## config.mk

```make
export PLATFORM = sky130hd
export DESIGN_NAME = fdiv_seq
export DESIGN_NICKNAME = d
export VERILOG_FILES = /design/src/rtl/fdiv_seq.sv
export SDC_FILE = /design/constraint.sdc
export NUM_CORES = 1
export LEC_CHECK = 0
export BUFFER_PORTS_ARGS = -buffer_cell sky130_fd_sc_hd__buf_2
export CORE_AREA = 3 3 222 224
export CTS_CLUSTER_SIZE = 28
export DETAILED_ROUTE_END_ITERATION = 8
export DIE_AREA = 0 0 225 227
export SLEW_MARGIN = 0
export SYNTH_ARGS = -nofsm -noshare
export SYNTH_HDL_FRONTEND = slang
export SYNTH_SLANG_ARGS = --single-unit
```

## constraint.sdc

```tcl
create_clock -name clk -period 6.6 [get_ports clk]
set_input_delay 0.33 -clock clk [delete_from_list [all_inputs] [get_ports clk]]
set_output_delay 0.33 -clock clk [all_outputs]
set_load 0.03 [all_outputs]
```

## src/rtl/fdiv_seq.sv

```systemverilog
// fdiv_seq: iterative IEEE-754 single-precision divider, s = a / b, with 2-bit rounding mode.
// Latency: 28 cycles after the accepting edge for finite nonzero operands, 2 cycles for specials.
// Backpressure: start is sampled only in IDLE; busy flags an in-flight divide, done pulses once.
// Ports: clk, rst (async, active-high) | start, a, b, rm in | busy, done, s out.
module fdiv_seq (
    input  logic        clk,
    input  logic        rst,
    input  logic        start,
    input  logic [31:0] a,
    input  logic [31:0] b,
    input  logic [1:0]  rm,
    output logic        busy,
    output logic        done,
    output logic [31:0] s
);

    localparam logic [1:0] ST_IDLE  = 2'd0;
    localparam logic [1:0] ST_DIV   = 2'd1;
    localparam logic [1:0] ST_ROUND = 2'd2;
    localparam logic [1:0] ST_DONE  = 2'd3;

    // Leading-zero count of a 24-bit significand (24 for an all-zero input).
    function automatic logic [4:0] lzc24(input logic [23:0] v);
        logic [4:0] n;
        n = 5'd24;
        for (int i = 0; i < 24; i++)
            if (v[i]) n = 5'(23 - i);
        return n;
    endfunction

    logic [1:0]        r_state;
    logic              r_sign;
    logic [1:0]        r_rm;
    logic              r_special;
    logic [31:0]       r_spec_val;
    logic [23:0]       r_div;
    logic [24:0]       r_rem;
    logic [25:0]       r_q;
    logic [4:0]        r_cnt;
    logic signed [9:0] r_exp;
    logic [31:0]       r_s;

    // ---------------- operand decode at capture ----------------
    logic [7:0]        w_ea, w_eb;
    logic [22:0]       w_fa, w_fb;
    logic              w_sign_in;
    logic              w_a_nan, w_b_nan, w_a_inf, w_b_inf, w_a_zero, w_b_zero;
    logic [4:0]        w_lz_a, w_lz_b;
    logic [23:0]       w_ma, w_mb;
    logic signed [9:0] w_xa, w_xb, w_exp_raw;
    logic              w_a_lt;
    logic              w_special;
    logic [31:0]       w_spec_val;

    assign w_ea      = a[30:23];
    assign w_eb      = b[30:23];
    assign w_fa      = a[22:0];
    assign w_fb      = b[22:0];
    assign w_sign_in = a[31] ^ b[31];
    assign w_a_nan   = (w_ea == 8'hFF) && (w_fa != 23'd0);
    assign w_b_nan   = (w_eb == 8'hFF) && (w_fb != 23'd0);
    assign w_a_inf   = (w_ea == 8'hFF) && (w_fa == 23'd0);
    assign w_b_inf   = (w_eb == 8'hFF) && (w_fb == 23'd0);
    assign w_a_zero  = (w_ea == 8'h00) && (w_fa == 23'd0);
    assign w_b_zero  = (w_eb == 8'h00) && (w_fb == 23'd0);

    // Normals already have the hidden bit at the top (lz = 0); denormals are shifted up
    // and their exponent becomes 1 - lz so the divide always sees a normalized significand.
    assign w_lz_a    = lzc24({|w_ea, w_fa});
    assign w_lz_b    = lzc24({|w_eb, w_fb});
    assign w_ma      = {|w_ea, w_fa} << w_lz_a;
    assign w_mb      = {|w_eb, w_fb} << w_lz_b;
    assign w_xa      = (w_ea == 8'h00) ? 10'sd1 - $signed({5'd0, w_lz_a}) : $signed({2'd0, w_ea});
    assign w_xb      = (w_eb == 8'h00) ? 10'sd1 - $signed({5'd0, w_lz_b}) : $signed({2'd0, w_eb});
    assign w_exp_raw = w_xa - w_xb + 10'sd127;
    // Pre-doubling a smaller dividend guarantees the first quotient bit is 1.
    assign w_a_lt    = w_ma < w_mb;

    always_comb begin
        w_special  = 1'b1;
        w_spec_val = 32'd0;
        if (w_a_nan || w_b_nan || (w_a_zero && w_b_zero) || (w_a_inf && w_b_inf))
            w_spec_val = 32'hFFC00000;
        else if (w_b_zero || w_a_inf)
            w_spec_val = {w_sign_in, 8'hFF, 23'd0};
        else if (w_a_zero || w_b_inf)
            w_spec_val = {w_sign_in, 31'd0};
        else
            w_special = 1'b0;
    end

    // ---------------- restoring divide step ----------------
    logic [24:0] w_divx, w_part, w_rem_nxt;
    logic        w_ge;

    assign w_divx    = {1'b0, r_div};
    assign w_ge      = r_rem >= w_divx;
    assign w_part    = w_ge ? r_rem - w_divx : r_rem;
    assign w_rem_nxt = w_part << 1;   // w_part < divisor < 2^24, so the dropped MSB is zero

    // ---------------- rounding ----------------
    logic [26:0]       w_frac0, w_frac_sh, w_frac1;
    logic              w_sub, w_lost;
    logic [9:0]        w_sh_full;
    logic [4:0]        w_sh;
    logic              w_g, w_r, w_st, w_lsb, w_inc, w_to_inf, w_ovf;
    logic [24:0]       w_sum;
    logic signed [9:0] w_exp_fin;
    logic [31:0]       w_result;

    assign w_frac0   = {r_q, |r_rem};
    assign w_sub     = r_exp <= 10'sd0;
    assign w_sh_full = 10'(10'sd1 - r_exp);
    // Beyond 26 every quotient bit is already in the sticky position.
    assign w_sh      = (w_sh_full > 10'd26) ? 5'd26 : w_sh_full[4:0];
    assign w_frac_sh = w_frac0 >> w_sh;
    assign w_lost    = |(w_frac0 & ~(27'h7FFFFFF << w_sh));
    assign w_frac1   = w_sub ? {w_frac_sh[26:1], w_frac_sh[0] | w_lost} : w_frac0;

    assign w_lsb = w_frac1[3];
    assign w_g   = w_frac1[2];
    assign w_r   = w_frac1[1];
    assign w_st  = w_frac1[0];

    always_comb begin
        w_inc = 1'b0;
        case (r_rm)
            2'b00:   w_inc = w_g & (w_r | w_st | w_lsb);
            2'b01:   w_inc = (w_g | w_r | w_st) & r_sign;
            2'b10:   w_inc = (w_g | w_r | w_st) & ~r_sign;
            default: w_inc = 1'b0;
        endcase
    end

    assign w_sum = {1'b0, w_frac1[26:3]} + {24'd0, w_inc};
    // Subnormal path: a round-up into bit 23 lands on exponent 1 (the smallest normal).
    // Normal path: a carry out of bit 23 leaves an all-zero fraction and bumps the exponent.
    assign w_exp_fin = w_sub ? $signed({9'd0, w_sum[23]}) : r_exp + $signed({9'd0, w_sum[24]});
    assign w_ovf     = w_exp_fin >= 10'sd255;
    assign w_to_inf  = (r_rm == 2'b00) || ((r_rm == 2'b01) && r_sign) || ((r_rm == 2'b10) && !r_sign);

    always_comb begin
        w_result = {r_sign, w_exp_fin[7:0], w_sum[22:0]};
        if (w_ovf)
            w_result = w_to_inf ? {r_sign, 8'hFF, 23'd0} : {r_sign, 8'hFE, 23'h7FFFFF};
    end

    // ---------------- control ----------------
    // Special operands spend their single busy cycle in ROUND, which only registers the
    // value decoded at capture; the divide datapath is never used for them.
    always_ff @(posedge clk or posedge rst) begin
        if (rst) begin
            r_state    <= ST_IDLE;
            r_sign     <= 1'b0;
            r_rm       <= 2'd0;
            r_special  <= 1'b0;
            r_spec_val <= 32'd0;
            r_div      <= 24'd0;
            r_rem      <= 25'd0;
            r_q        <= 26'd0;
            r_cnt      <= 5'd0;
            r_exp      <= 10'sd0;
            r_s        <= 32'd0;
        end else begin
            case (r_state)
                ST_IDLE: begin
                    if (start) begin
                        r_sign     <= w_sign_in;
                        r_rm       <= rm;
                        r_special  <= w_special;
                        r_spec_val <= w_spec_val;
                        r_div      <= w_mb;
                        r_rem      <= w_a_lt ? {w_ma, 1'b0} : {1'b0, w_ma};
                        r_exp      <= w_a_lt ? w_exp_raw - 10'sd1 : w_exp_raw;
                        r_q        <= 26'd0;
                        r_cnt      <= 5'd25;
                        r_state    <= w_special ? ST_ROUND : ST_DIV;
                    end
                end
                ST_DIV: begin
                    r_rem <= w_rem_nxt;
                    r_q   <= {r_q[24:0], w_ge};
                    r_cnt <= r_cnt - 5'd1;
                    if (r_cnt == 5'd0)
                        r_state <= ST_ROUND;
                end
                ST_ROUND: begin
                    r_s     <= r_special ? r_spec_val : w_result;
                    r_state <= ST_DONE;
                end
                default: begin
                    r_state <= ST_IDLE;
                end
            endcase
        end
    end

    assign busy = (r_state == ST_DIV) || (r_state == ST_ROUND);
    assign done = (r_state == ST_DONE);
    assign s    = r_s;

endmodule

```

# == Word-level counts from Yosys, hierarchy flattened ==
# Index checks and enable logic that the tools add are counted.
# totals
inputBits,69
ff_bits,160
# op_classes
n_mux,76
n_reduce_logical,36
add_sub_neg,10
n_eq_ne,9
order_cmp,5
n_bitwise,12
shift,4
# ops
operator,n
2-to-1 mux 5 bit,47
2-to-1 mux 32 bit,4
one-hot mux 26 bit (2 select lines),1
2-to-1 mux 25 bit,2
one-hot mux 25 bit (2 select lines),1
2-to-1 mux 24 bit,2
<< shifter 24 x 5 -> 24 bit,2
zero test 23 bit,2
nonzero test 23 bit,2
2-to-1 mux 10 bit,4
2-to-1 mux 31 bit,1
AND 27 bit,1
2-to-1 mux 27 bit,1
NOT 27 bit,1
OR reduction 27 bit,1
"<< shifter 27 x 5 -> 27 bit, first input constant",1
right shift 27 x 5 -> 27 bit,1
2-to-1 mux 26 bit,1
adder 24 x 1 -> 25 bit,1
>= comparator 25 x 24 -> 1 bit,1
OR reduction 25 bit,1
< comparator 24 bit,1
subtractor 24 bit,1
"== test 8 bit, second input constant",2
other kinds (32),70

# == Depth between registers and ports, before layout ==
# Gate-level depths: netlist of the first run.
# logic_depth
depth_word,30
ltp_mapped,38

# == Worst setup path before layout of the first run ==
# No wires, ideal clock.
# synth_path
kind,register -> register
start,register r_exp[1]
end,register r_s[7] (netlist: s[7])
arrival_time_ns,6.827
required_time_ns,6.517
setup_time_ns,0.083
path_buffers,3
path_stages_with_launch,34
period_less_slack_ns,6.909
slack_ns,-0.309
path_cell_list,dfrtp_1 -> inv_1 -> ha_1 -> clkbuf_1 -> nor2_1 -> a211oi_1 -> a221o_1 -> buf_6 -> nor3_1 -> nand2_1 -> a311o_1 -> nand4_1 -> a21oi_1 -> o21ai_0 -> o31a_1 -> nor2_1 -> o21ai_0 -> ha_1 -> ha_1 -> nand3b_1 -> nor4_1 -> and3_1 -> ha_1 -> nand2_1 -> nor3_1 -> nand2_1 -> o22ai_1 -> nand4_1 -> o21ai_0 -> and2_1 -> or4b_2 -> clkbuf_1 -> a21boi_0 -> o21ai_0
# synth_via
elab_chain_len,19
elab_cells_between_ends,25
classes_between,add/sub: 3; order compare: 3; shift: 2; mux: 6; bitwise: 10; reduce/logical: 1
# synth_rtl
element,line,text
"start, declared",40,logic signed [9:0] r_exp;
"start signal, assigned",174,r_exp <= w_a_lt ? w_exp_raw - 10'sd1 : w_exp_raw;
subtractor 2 x 10 -> 10 bit,113,assign w_sh_full = 10'(10'sd1 - r_exp);
> comparator 10 x 5 -> 1 bit,115,assign w_sh = (w_sh_full > 10'd26) ? 5'd26 : w_sh_full[4:0];
2-to-1 mux 5 bit,115,
<< shifter 27 x 5 -> 27 bit,117,assign w_lost = |(w_frac0 & ~(27'h7FFFFFF << w_sh));
NOT 27 bit,117,
AND 27 bit,117,
OR reduction 27 bit,117,
bitwise OR 1 bit,118,"assign w_frac1 = w_sub ? {w_frac_sh[26:1], w_frac_sh[0] | w_lost} : w_frac0;"
[... 3 more ...],-,
AND 1 bit,128,2'b00: w_inc = w_g & (w_r | w_st | w_lsb);
one-hot mux 1 bit (3 select lines),127,case (r_rm)
adder 24 x 1 -> 25 bit,135,"assign w_sum = {1'b0, w_frac1[26:3]} + {24'd0, w_inc};"
adder 10 x 2 -> 10 bit,138,"assign w_exp_fin = w_sub ? $signed({9'd0, w_sum[23]}) : r_exp + $signed({9'd0, w_sum[24]});"
2-to-1 mux 10 bit,138,
>= comparator 10 x 9 -> 1 bit,139,assign w_ovf = w_exp_fin >= 10'sd255;
2-to-1 mux 31 bit (*),144,if (w_ovf)
2-to-1 mux 32 bit (*),188,r_s <= r_special ? r_spec_val : w_result;
"end signal, assigned",188,
"end, declared",41,logic [31:0] r_s;
# Every way passes the cells marked *; elsewhere a longest branch is shown, timed or not.
# A chain may end at the register's enable or synchronous reset.

# == Worst setup path in the final report of the first run ==
# Ends and elaborated chain as after synthesis.

==> results of run 1 <==
-- area by class of cell --
cell class / count / area share, %
clock buffers: 19 / 2.53
clock inverters: 13 / 0.959
inverters: 81 / 1.73
multi-input cells: 1536 / 59.0
flip-flops and latches: 131 / 18.4
well taps: 615 / 4.31
repair buffers: 329 / 13.1
-- state kept, by name (all words and copies together) (netlist names) --
register / flops
r_rem: 25
r_rm: 2
r_q: 26
r_state: 2
r_sign: 1
r_div: 24
r_exp: 10
r_cnt: 5
r_spec_val: 3
r_special: 1
s: 32
-- metal layers --
layer / wire length, um / track usage, %
met2: 28200 / 38.7
met1: 24100 / 26.4
met5: 0 / 0
met4: 2680 / 9.53
met3: 2410 / 2.63
-- cells in the mapped netlist (all sizes together), types with 27 or more instances --
library cell	number	area [um2]
a211oi	30	230
a21oi	139	696
a22o	27	236
a31oi	27	175
buf	27	139
clkbuf	91	342
dfrtp	131	3280
ha	83	1040
inv	76	285
mux2	28	315
mux2i	87	871
nand2	189	712
nand3	36	190
nor2	182	699
nor3	51	282
o21ai	165	826
o22ai	29	181
xnor2	39	342
xor2	35	307
-- cells by family (layout without fill, tap and decap cells) --
family | Yosys count | in the layout | share of synthesized area, %
flip-flops | 131 | 131 | 23.1
XOR/XNOR | 74 | 74 | 4.56
buffers and inverters | 199 | 442 | 5.52
AO/OA/AOI/OAI | 630 | 630 | 29.0
multiplexers | 118 | 118 | 8.82
AND/OR/NAND/NOR | 628 | 629 | 21.5
adder cells (fa/ha/maj) | 85 | 85 | 7.59
-- worst max path at each step --
stage | endpoint | from | depth (start not counted) | slack, ps
2_1_floorplan | s[7]$_DFFE_PP0N_ | r_exp[2]$_DFFE_PP0P_ | 36 | 50
4_1_cts | s[17]$_DFFE_PP0N_ | r_exp[2]$_DFFE_PP0P_ | 34 | 10
6_report | s[7]$_DFFE_PP0N_ | r_exp[1]$_DFFE_PP0P_ | 29 | 150
3_5_place_dp | s[17]$_DFFE_PP0N_ | r_exp[1]$_DFFE_PP0P_ | 33 | -320
3_3_place_gp | s[11]$_DFFE_PP0N_ | r_exp[1]$_DFFE_PP0P_ | 32 | -110
5_1_grt | s[15]$_DFFE_PP0N_ | r_exp[1]$_DFFE_PP0P_ | 36 | -180
-- metrics by stage --
step | setup WS, ps | utilization, % | instances | setup TNS, ps
floorplan | 50.2 | - | 1865 | 0
global placement | -113 | 34.9 | 2666 | -2060
detailed placement | -323 | 34.9 | 2666 | -7060
CTS | 13.0 | 36.4 | 2700 | 0
global route | -176 | 37.6 | 2724 | -2780
finish | 154 | 37.6 | 2724 | 0
-- where the power goes --
group | internal, uW | switching [uW] | leakage, uW
registers | 1080 | 260 | 0.00166
clock network | 620 | 419 | 0.000301
logic | 1640 | 2580 | 0.00605
total | 3340 | 3260 | 0.00801
-- repair_timing --
action,4_1_cts,5_1_grt
endpoints found under the hold margin,0,0
hold buffers,0,0
pin swaps,4,34
cloned,1,5
buffers inserted,1,19
endpoints found under the setup margin,30,31
resized for setup,13,84
==> results.py, run 1 <==
metrics = {
    "final_layout": {
        "syn_to_final_growth_pct": 25.8,
        "final_cell_mix": "213 x buf_4, 181 x nand2_1, 173 x nor2_1",
        "drive_gt1_share_pct": 23.5,
        "num_antenna_cells": 0,
        "layout_commonest_cell": "buf_4",
        "fin_nets": 2250,
        "register_area_um2": 3280,
        "fill_cells": 4903,
        "multi_input_area_um2": 10500,
        "fin_area_um2": 17900,
    },
    "critical_path": {
        "regToRegStartpoint": "r_exp[1]$_DFFE_PP0P_",
        "arrival_ps": 6820,
        "critPathLaunchType": "register",
        "critical_path.most_common_cell": "buf_4",
        "slowest_stage": "or4b_4",
        "crit_fanout": 5,
        "rrSetupSlack_ps": 150,
        "cp_num_buf_inv": 6,
        "r2r-end": "s[7]$_DFFE_PP0N_",
        "critical_path_class": "reg2reg",
        "crit_path_end_kind": "register",
        "max_stage_delay_ps": 550,
        "critPathTopFamily": "simple AND/OR/NAND/NOR gates",
        "cp.required_ps": 6970,
        "reg2regPathDepth": 29,
    },
    "grt": {
        "grt_pass1_wl_mm": 87.3,
        "grt.total_usage_pct": 21.7,
        "grt_pass1_vias": 15200,
        "grt_max_degree": 84,
        "grt_antenna_before_repair": 0,
        "grt_overflow": 0,
    },
    "timing": {
        "fmax_ghz": 0.155,
        "period_share_pct": 97.7,
        "final-hold-violation-count": 0,
        "tightest_slew_ps": 1170,
        "slew_headroom_pct": 20.1,
        "finalSetupViolations": 0,
        "finClkSkew_ps": 13.4,
        "slew_viol_final": 0,
        "holdWs_ps": 3.94,
        "min_period_ps": 6450,
    },
    "yosys": {
        "async_flop_share_pct": 100,
        "synth_edf_count": 0,
        "syn_avg_cell_area_um2": 7.62,
        "synthFlopType": "dfrtp_1",
        "synth_area_um2": 14200,
        "synth-seq-area-share_pct": 23.1,
        "synthesis.nets": 2019,
        "yosysUniqueCellTypes": 90,
        "synth-seq-cells": 131,
        "ys_warn_count": 0,
        "synth_cells": 1865,
    },
    "worst_hold_path": {
        "min_path_type": "in2async",
    },
    "die": {
        "die_area_um2": 51100,
        "core-area_um2": 47500,
        "start_util_pct": 29.9,
        "chipHeight_um": 227,
        "io_pins": 103,
        "die_w_um": 225,
        "placement_rows": 80,
    },
    "flow_run": {
        "cap_violations": 0,
    },
    "placement": {
        "placed_cell_area_um2": 16600,
        "gp_congestion": 0.989,
        "dp_hpwl_mm": 44.6,
        "numPortBuffers": 102,
    },
    "cts": {
        "cts_tree": "built",
        "clkTransAtPathRegs_ps": 70,
        "clk_path_buf_depth": 2,
        "clock_latency_ps": 450,
        "h-tree-depth": 4,
        "cts_root_buf": "clkbuf_16",
        "cts_made_buffers": 17,
        "clock_sinks": 131,
    },
    "detailed_routing": {
        "firstDrtPassIters": 6,
        "first_iter_violations": 1133,
        "postRouteWirelength_mm": 57.4,
        "viasPerCell": 5.70,
        "vias": 15500,
        "wl_per_cell_um": 21.1,
        "drcViolationCount": 0,
        "ant_nets": 0,
    },
    "power_and_ir_drop": {
        "finalPower_uw": 6600,
        "cellLeakagePower_uw": 0.00801,
        "vdd_drop_max_mv": 0.183,
        "power_density_nw_per_um2": 369,
    },
    "run_status": {
        "status": "complete, no violations",
    },
}
Note: power is estimated with default switching activity, not from simulation.
==> inputs of run 2 (changes only) <==
- PLACE_DENSITY: unset -> 0.58
==> run 2 against run 1 <==
Highest routed layer unchanged. Clock power decreased by 5%. Die area stayed put. Routed wire length increased by 0.10%. Via count decreased by 0.95%. Sequential share of layout area is 0.31 points higher. Power fell by 2.3%.
==> results.py, run 2 (synthesis results as in run 1) <==
metrics = {
    "power_and_ir_drop": {
        "vdd_drop_max_mv": 0.192,
        "power_density_nw_per_um2": 367,
        "cellLeakagePower_uw": 0.00789,
        "finalPower_uw": 6450,
    },
    "critical_path": {
        "crit_path_end_kind": "register",
        "slowest_stage": "dfrtp_1",
        "critPathLaunchType": "register",
        "arrival_ps": 6620,
        "crit_fanout": 8,
        "reg2regPathDepth": 36,
        "r2r-end": "s[25]$_DFFE_PP0N_",
        "cp_num_buf_inv": 7,
        "critical_path.most_common_cell": "buf_4",
        "regToRegStartpoint": "r_exp[2]$_DFFE_PP0P_",
        "cp_num_cells": 36,
        "cp.required_ps": 6930,
        "max_stage_delay_ps": 400,
        "critPathTopFamily": "simple AND/OR/NAND/NOR gates",
        "rrSetupSlack_ps": 300,
        "critical_path_class": "reg2reg",
    },
    "cts": {
        "cts_tree": "built",
        "clock_latency_ps": 460,
        "clkTransAtPathRegs_ps": 70,
        "clock_sinks": 131,
        "clk_path_buf_depth": 2,
        "h-tree-depth": 4,
        "cts_made_buffers": 17,
        "cts_root_buf": "clkbuf_16",
    },
    "final_layout": {
        "largest_reg_flops": 32,
        "drive_gt1_share_pct": 22.2,
        "num_antenna_cells": 0,
        "register_area_um2": 3280,
        "final_cell_mix": "212 x buf_4, 181 x nand2_1, 179 x nor2_1",
        "layout_commonest_cell": "buf_4",
        "fin_area_um2": 17600,
        "multi_input_area_um2": 10400,
        "fin_nets": 2244,
        "fill_cells": 4965,
        "syn_to_final_growth_pct": 23.7,
    },
    "grt": {
        "grt_pass1_wl_mm": 88.4,
        "grt_antenna_before_repair": 0,
        "grt_pass1_vias": 15200,
        "grt_overflow": 0,
        "grt.total_usage_pct": 22.2,
        "grt_max_degree": 74,
    },
    "detailed_routing": {
        "wl_per_cell_um": 21.1,
        "first_iter_violations": 1128,
        "postRouteWirelength_mm": 57.4,
        "ant_nets": 0,
        "viasPerCell": 5.66,
        "drcViolationCount": 0,
        "vias": 15400,
        "firstDrtPassIters": 7,
    },
    "placement": {
        "dp_hpwl_mm": 45.8,
        "placed_cell_area_um2": 16700,
        "numPortBuffers": 102,
        "gp_congestion": 0.966,
        "post-place-ws_ps": -258,
    },
    "worst_hold_path": {
        "worst_hold_path.num_cells": 2,
        "min_path_type": "in2reg",
        "hold_start": "rm[0]",
        "hold_end": "r_rm[0]$_DFFE_PP0P_",
    },
    "timing": {
        "tightest_slew_ps": 1070,
        "fmax_ghz": 0.159,
        "finClkSkew_ps": 11.0,
        "final-hold-violation-count": 0,
        "slew_viol_final": 0,
        "min_period_ps": 6300,
        "finalSetupViolations": 0,
        "layout_setup_ws_ps": 301,
        "slew_headroom_pct": 28.6,
        "period_share_pct": 95.4,
    },
    "die": {
        "start_util_pct": 29.9,
        "placement_rows": 80,
        "io_pins": 103,
        "core-area_um2": 47500,
        "die_w_um": 225,
        "chipHeight_um": 227,
        "die_area_um2": 51100,
    },
    "run_status": {
        "status": "complete, no violations",
    },
    "flow_run": {
        "cap_violations": 0,
    },
}
-- run 2: changes by cell type in the layout (fill, tap and decap cells not counted), sizes merged --
cell / before / now
clkinv: 9 / 11
clkbuf: 23 / 20
bufinv: 3 / 2
nor3: 52 / 51
inv: 80 / 77
buf: 325 / 323
dlygate4sd3: 0 / 1
-- run 2: area by class of cell --
class,instances,share of cell area (%)
clock buffer,20,2.60
clock inverter,11,0.733
inverter,81,1.76
multi-input combinational,1535,59.0
sequential,131,18.7
tap,615,4.38
timing repair buffer,324,12.9
-- run 2: how the worst max path moves through the flow --
stage,start,to,slack (ps)
2_1_floorplan,r_exp[2]$_DFFE_PP0P_,s[7]$_DFFE_PP0N_,50
3_3_place_gp,r_exp[1]$_DFFE_PP0P_,s[20]$_DFFE_PP0N_,-160
3_5_place_dp,r_exp[1]$_DFFE_PP0P_,s[22]$_DFFE_PP0N_,-260
4_1_cts,r_exp[1]$_DFFE_PP0P_,s[15]$_DFFE_PP0N_,5
5_1_grt,r_exp[2]$_DFFE_PP0P_,s[25]$_DFFE_PP0N_,-70
6_report,r_exp[2]$_DFFE_PP0P_,s[25]$_DFFE_PP0N_,300
-- run 2: stage by stage --
stage	utilization [%]	hold slack [ps]	instances	TNS (ps)
2_1_floorplan	-	441	1865	0
3_3_place_gp	35.1	463	2677	-2570
3_5_place_dp	35.1	471	2677	-5140
4_1_cts	36.5	91.1	2711	0
5_1_grt	37.0	102	2717	-370
6_report	37.0	102	2717	0
-- run 2: routing by layer --
layer,vias up,share of wire [%],global-route usage [%]
met4,0,5.3,11.3
met2,495,48,39.2
met1,7393,42,26.6
met3,126,4.4,2.90
met5,-,0,0
li1,7353,-,-
-- run 2: timing repair --
action | in CTS | in global routing
hold buffers | 1 | 0
hold endpoints to repair | 8 | 0
endpoints found under the setup margin | 30 | 30
buffers inserted | 2 | 6
pin swaps | 2 | 18
resized for setup | 11 | 48
-- run 2: power breakdown --
group	total, uW	internal, uW	switching [uW]	leakage (uW)
logic	4140	1600	2530	0.00594
clock network	983	575	408	0.000282
registers	1320	1080	244	0.00166
total	6450	3260	3190	0.00789
